--- config.mk ---
export PLATFORM = sky130hd
export DESIGN_NAME = pipe_adder
export DESIGN_NICKNAME = d
export VERILOG_FILES = /design/src/rtl/pipe_adder.sv
export SDC_FILE = /design/constraint.sdc
export NUM_CORES = 1
export LEC_CHECK = 0
export CORE_MARGIN = 3
export CORE_UTILIZATION = 50
export CTS_CLUSTER_SIZE = 40
export DETAILED_ROUTE_END_ITERATION = 12
export DONT_BUFFER_PORTS = 1
export GPL_ROUTABILITY_DRIVEN = 0
export SYNTH_ARGS = -nofsm -noshare
export SYNTH_HDL_FRONTEND = slang
export SYNTH_SLANG_ARGS = --single-unit
--- constraint.sdc ---
create_clock -name clk -period 2.15 [get_ports clk]
set_input_delay 0.215 -clock clk [delete_from_list [all_inputs] [get_ports clk]]
set_output_delay 0.215 -clock clk [all_outputs]
set_load 0.01 [all_outputs]
--- src/rtl/pipe_adder.sv ---
// Chunked ripple-pipelined adder/subtractor with valid/ready flow control.
// Optional signed-overflow output is enabled by defining PIPE_ADDER_OVF_EN.
module pipe_adder #(
  parameter int WIDTH = 8,
  parameter int CHUNK = 4
) (
  input  logic             clk,
  input  logic             rst_n,
  input  logic             in_valid,
  output logic             in_ready,
  input  logic [WIDTH-1:0] a,
  input  logic [WIDTH-1:0] b,
  input  logic             sub,
  output logic             out_valid,
  input  logic             out_ready,
  output logic [WIDTH:0]   res
`ifdef PIPE_ADDER_OVF_EN
  ,
  output logic             ovf
`endif
);

  localparam int STAGES = WIDTH / CHUNK;

  // Stage k (index k) registers: operands still to be summed, partial sum, carry, valid.
  logic [WIDTH-1:0] a_p   [STAGES];
  logic [WIDTH-1:0] b_p   [STAGES];
  logic [WIDTH-1:0] s_p   [STAGES];
  logic             c_p   [STAGES];
  logic             vld_p [STAGES];

  logic [WIDTH-1:0] a_in  [STAGES];
  logic [WIDTH-1:0] b_in  [STAGES];
  logic [WIDTH-1:0] s_in  [STAGES];
  logic             c_in  [STAGES];
  logic             v_in  [STAGES];
  logic [WIDTH-1:0] s_nxt [STAGES];
  logic [CHUNK:0]   sum_c [STAGES];

  logic stall;

  function automatic logic [CHUNK:0] chunk_add(input logic [WIDTH-1:0] x,
                                               input logic [WIDTH-1:0] y,
                                               input logic cin, input int k);
    logic [CHUNK-1:0] xc;
    logic [CHUNK-1:0] yc;
    xc = x[k*CHUNK +: CHUNK];
    yc = y[k*CHUNK +: CHUNK];
    return {1'b0, xc} + {1'b0, yc} + {{CHUNK{1'b0}}, cin};
  endfunction

  assign stall    = vld_p[STAGES-1] && !out_ready;
  assign in_ready = !stall;

  // Subtraction enters as A + ~B with the carry-in of chunk 0 set.
  always_comb begin
    for (int k = 0; k < STAGES; k++) begin
      if (k == 0) begin
        a_in[k] = a;
        b_in[k] = sub ? ~b : b;
        s_in[k] = '0;
        c_in[k] = sub;
        v_in[k] = in_valid;
      end else begin
        a_in[k] = a_p[k-1];
        b_in[k] = b_p[k-1];
        s_in[k] = s_p[k-1];
        c_in[k] = c_p[k-1];
        v_in[k] = vld_p[k-1];
      end
      sum_c[k] = chunk_add(a_in[k], b_in[k], c_in[k], k);
      s_nxt[k] = s_in[k];
      s_nxt[k][k*CHUNK +: CHUNK] = sum_c[k][CHUNK-1:0];
    end
  end

  // ---- stage registers: all stages advance together unless the output stalls
  always_ff @(posedge clk) begin
    if (!rst_n) begin
      for (int k = 0; k < STAGES; k++) begin
        vld_p[k] <= 1'b0;
        c_p[k]   <= 1'b0;
        a_p[k]   <= '0;
        b_p[k]   <= '0;
        s_p[k]   <= '0;
      end
    end else if (!stall) begin
      for (int k = 0; k < STAGES; k++) begin
        vld_p[k] <= v_in[k];
        // Data only moves with a valid slot so bubbles leave res untouched.
        if (v_in[k]) begin
          a_p[k] <= a_in[k];
          b_p[k] <= b_in[k];
          s_p[k] <= s_nxt[k];
          c_p[k] <= sum_c[k][CHUNK];
        end
      end
    end
  end

  assign out_valid = vld_p[STAGES-1];
  assign res       = {c_p[STAGES-1], s_p[STAGES-1]};

`ifdef PIPE_ADDER_OVF_EN
  logic ovf_p;

  // ---- overflow flag, registered with the final stage
  always_ff @(posedge clk) begin
    if (!rst_n) begin
      ovf_p <= 1'b0;
    end else if (!stall && v_in[STAGES-1]) begin
      ovf_p <= (a_in[STAGES-1][WIDTH-1] == b_in[STAGES-1][WIDTH-1]) &&
               (s_nxt[STAGES-1][WIDTH-1] != a_in[STAGES-1][WIDTH-1]);
    end
  end

  assign ovf = ovf_p;
`endif

endmodule
==> key figures <==
Clock tree
  • TritonCTS clock tree: yes
  • H-tree levels: 1
  • Cells resized by post-CTS repair: 0
  • Clock sink total: 24
  • Clk Latency, worst-skew pair: 0.31 ns
  • Clk slew on worst S/H paths: 0.12 ns
  • Postcts setup bufs: 0
  • Max Buffers Root-to-Sink: 2
  • Clock root buffer: clkbuf_4
  • CTS buffer count: 3
  • # hold bufs at CTS: 0

Hold path
  • Worst hold path depth: 1
  • Min-Delay Endpoint: a_p[0][7]
  • Hold_sp: a[7]
  • Hold Path Class: input pin to flop

Global route
  • Total global-route track usage: around an eighth
  • Largest net degree at the start of global routing: 14
  • Vias in the first global route: approximately 670
  • Global-route wire length before repair: roughly 3000 um
  • Initial antenna violation count: 0
  • GRT overflow: 0

Timing
  • Max Clock Skew: ~0.0041 ns
  • Final-report hold violation count: 0
  • RSZ-0062 raised after global routing: false
  • Final Cycle Share: roughly four fifths
  • Slew Viols, Final: 0
  • Final min period: ~1.7 ns
  • Sum of negative setup slack: 0 ns
  • Worst Max-Slew Pin Slew: between 0.5 and 0.6 ns
  • Count of final setup violators: 0
  • Fin worst setup slack: between 0.4 and 0.5 ns
  • Fmax: between 0.5 and 0.6 GHz
  • Slew headroom: around two thirds

Logic synthesis
  • Most frequent cells after synthesis: edfxtp_1, and2_4, nor2_1
  • Syn_nets: between 100 and 150
  • Top-area cell type share of the netlist area: a little under three fifths
  • Syn_area_per_cell: between 10 and 15 sq um
  • Post-synthesis sequential area ratio: a little under three fifths
  • Yosys cell types: 29
  • Area contributors post-synth: edfxtp_1, and2_4, ha_1
  • Dominant synthesized flop cell: edfxtp_1
  • Top-count cell post-synth: edfxtp_1
  • Synthesized cell area: approximately 0.0013 sq mm
  • Synth Register Bits: 24
  • Post-synth ARST share: 0%
  • Synth Instances: 98
  • Most area-hungry cell type in the Yosys netlist: edfxtp_1
  • Post-synth EDFFs: 24
  • Ys Warns: 0

Worst setup path
  • WP data required: 2.11 ns
  • CP Launch Type: flop
  • RR Endpoint: s_p[0][3]
  • Worst R2R Setup Slack: 0.44 ns
  • Worst Path Max Fanout: 13
  • Crit path DAT: around 1.7 ns
  • CP peak stage delay: roughly 0.48 ns
  • Cell Chain, Critical Path: nand2b_1 > nand2_1 > nand2_1
  • Slowest-stage cell, CP: edfxtp_1
  • Critical path's top delay family: simple AND/OR/NAND/NOR gates
  • CP endpoint kind: flop
  • Most used cell, CP: nand2_1
  • R2R cell count: 3
  • Crit Path Class: flop to flop
  • RR Startpoint: vld_p[0][1]
  • Buffer and inverter count on the worst path: 0

Job
  • MaxCap Viol Count: 0

Placement
  • Buffers on Ports: 0
  • Dpl cells: ~120
  • Post-DP HPWL: around 1400 um
  • Pre-CTS setup slack: ~0.44 ns
  • Cell Area, Placed: roughly 0.0013 sq mm

Detailed routing
  • Initial DRC count: 8
  • DRC: 0
  • Per-cell routed wire length: approximately 14 um
  • Detail Route met2 WL: between 700 and 800 um
  • Top sig layer: met4
  • WL met3: 116 um
  • Post-DRT Antenna Nets: 0
  • Met1 Routed Length: 854 um
  • DR vias: 664
  • DRT Pass-1 Iters: 3
  • Routed wire length: about 1800 um
  • DR vias/cell: around 5.3

Power
  • Total design power: approximately 940 uW
  • Leak: ~0.54 nW
  • Worst IR drop on VDD: between 0.4 and 0.5 mV
  • Power per cell area: 711 mW/mm^2

Die
  • Die area: 0.00326 sq mm
  • Core area: approximately 0.0023 sq mm
  • Ports: 32
  • Die height: approximately 57 um
  • Die Width: between 50 and 60 um
  • # rows: 17
  • Initial Utilization: a little under three fifths

Final layout
  • Diode count: 0
  • Fraction of layout cells with a size suffix above 1: between 10% and 20%
  • Finished Cell Area: between 0.001 and 0.0015 sq mm
  • Nets: between 100 and 150
  • Finished Layout Cells: roughly 130
  • Area grow syn2layout: 1.44%

Run status
  • Status: finished clean
==> cells in the final DEF (no fill, tap or decap), types with 3 or more instances in the layout <==
cell type,netlist,routed
edfxtp_1,24,24
and2_4,10,10
nor2_1,8,8
xnor2_1,6,6
ha_1,6,6
inv_1,4,4
nand2_1,4,4
xor2_1,3,3
a21o_1,3,3
a21oi_1,3,3
fa_1,3,3
clkbuf_4,0,3
==> kinds of logic after synthesis <==
logic type / synth area share [%]
AND/OR/NAND/NOR: 18.0
flip-flops: 55.1
XOR/XNOR: 6.03
buffers and inverters: 4.40
adder cells (fa/ha/maj): 10.3
AO/OA/AOI/OAI: 3.73
multiplexers: 2.39
==> worst reg2reg max path: cells and delay by family, from the launching register on <==
kind	cells	cell delay [ns]
flip-flops	1	0.48
AND/OR/NAND/NOR	3	0.89
==> registers in the layout (all words and copies together), names as in the netlist <==
signal / cells
s_p: 12
a_p: 4
c_p: 2
b_p: 4
vld_p: 2
==> area by class of cell <==
| type | instances | area, sq um |
|---|---|---|
| clock inverters | 1 | 3.75 |
| fillers | 197 | 1010 |
| multi-input cells | 65 | 529 |
| flip-flops and latches | 24 | 721 |
| clock buffers | 3 | 22.5 |
| inverters | 4 | 15.0 |
| well taps | 28 | 35.0 |
==> where the power goes <==
part	total (mW)	internal, mW	leakage, nW	switching [mW]
clock	0.192	0.0678	0.0154	0.125
combinational	0.151	0.0764	0.262	0.0743
sequential	0.600	0.572	0.261	0.0276
==> metrics by stage <==
step	hold slack [ns]	util, %
detailed placement	0.427	55.6
floorplan	0.425	-
global route	0.0874	56.7
global placement	0.427	55.6
CTS	0.0954	56.7
finish	0.105	56.7
==> worst max-delay path by stage <==
stage	depth (start not counted)	slack [ns]	endpoint	startpoint
after floorplan	6	0.57	c_p[0][0]	sub
after global routing	3	0.30	s_p[0][3]	vld_p[0][1]
after global placement	3	0.47	b_p[0][5]	vld_p[0][1]
final	3	0.44	s_p[0][3]	vld_p[0][1]
after CTS	3	0.43	s_p[0][3]	vld_p[0][1]
after detailed placement	3	0.44	a_p[0][4]	vld_p[0][1]
==> layer usage <==
layer / vias to the layer above / track usage (%)
met4: 0 / 2.98
met5: - / 0
met3: 2 / 3.39
met1: 296 / 16.2
met2: 26 / 18.4
li1: 340 / -
Power figures use the tool's default switching activity.
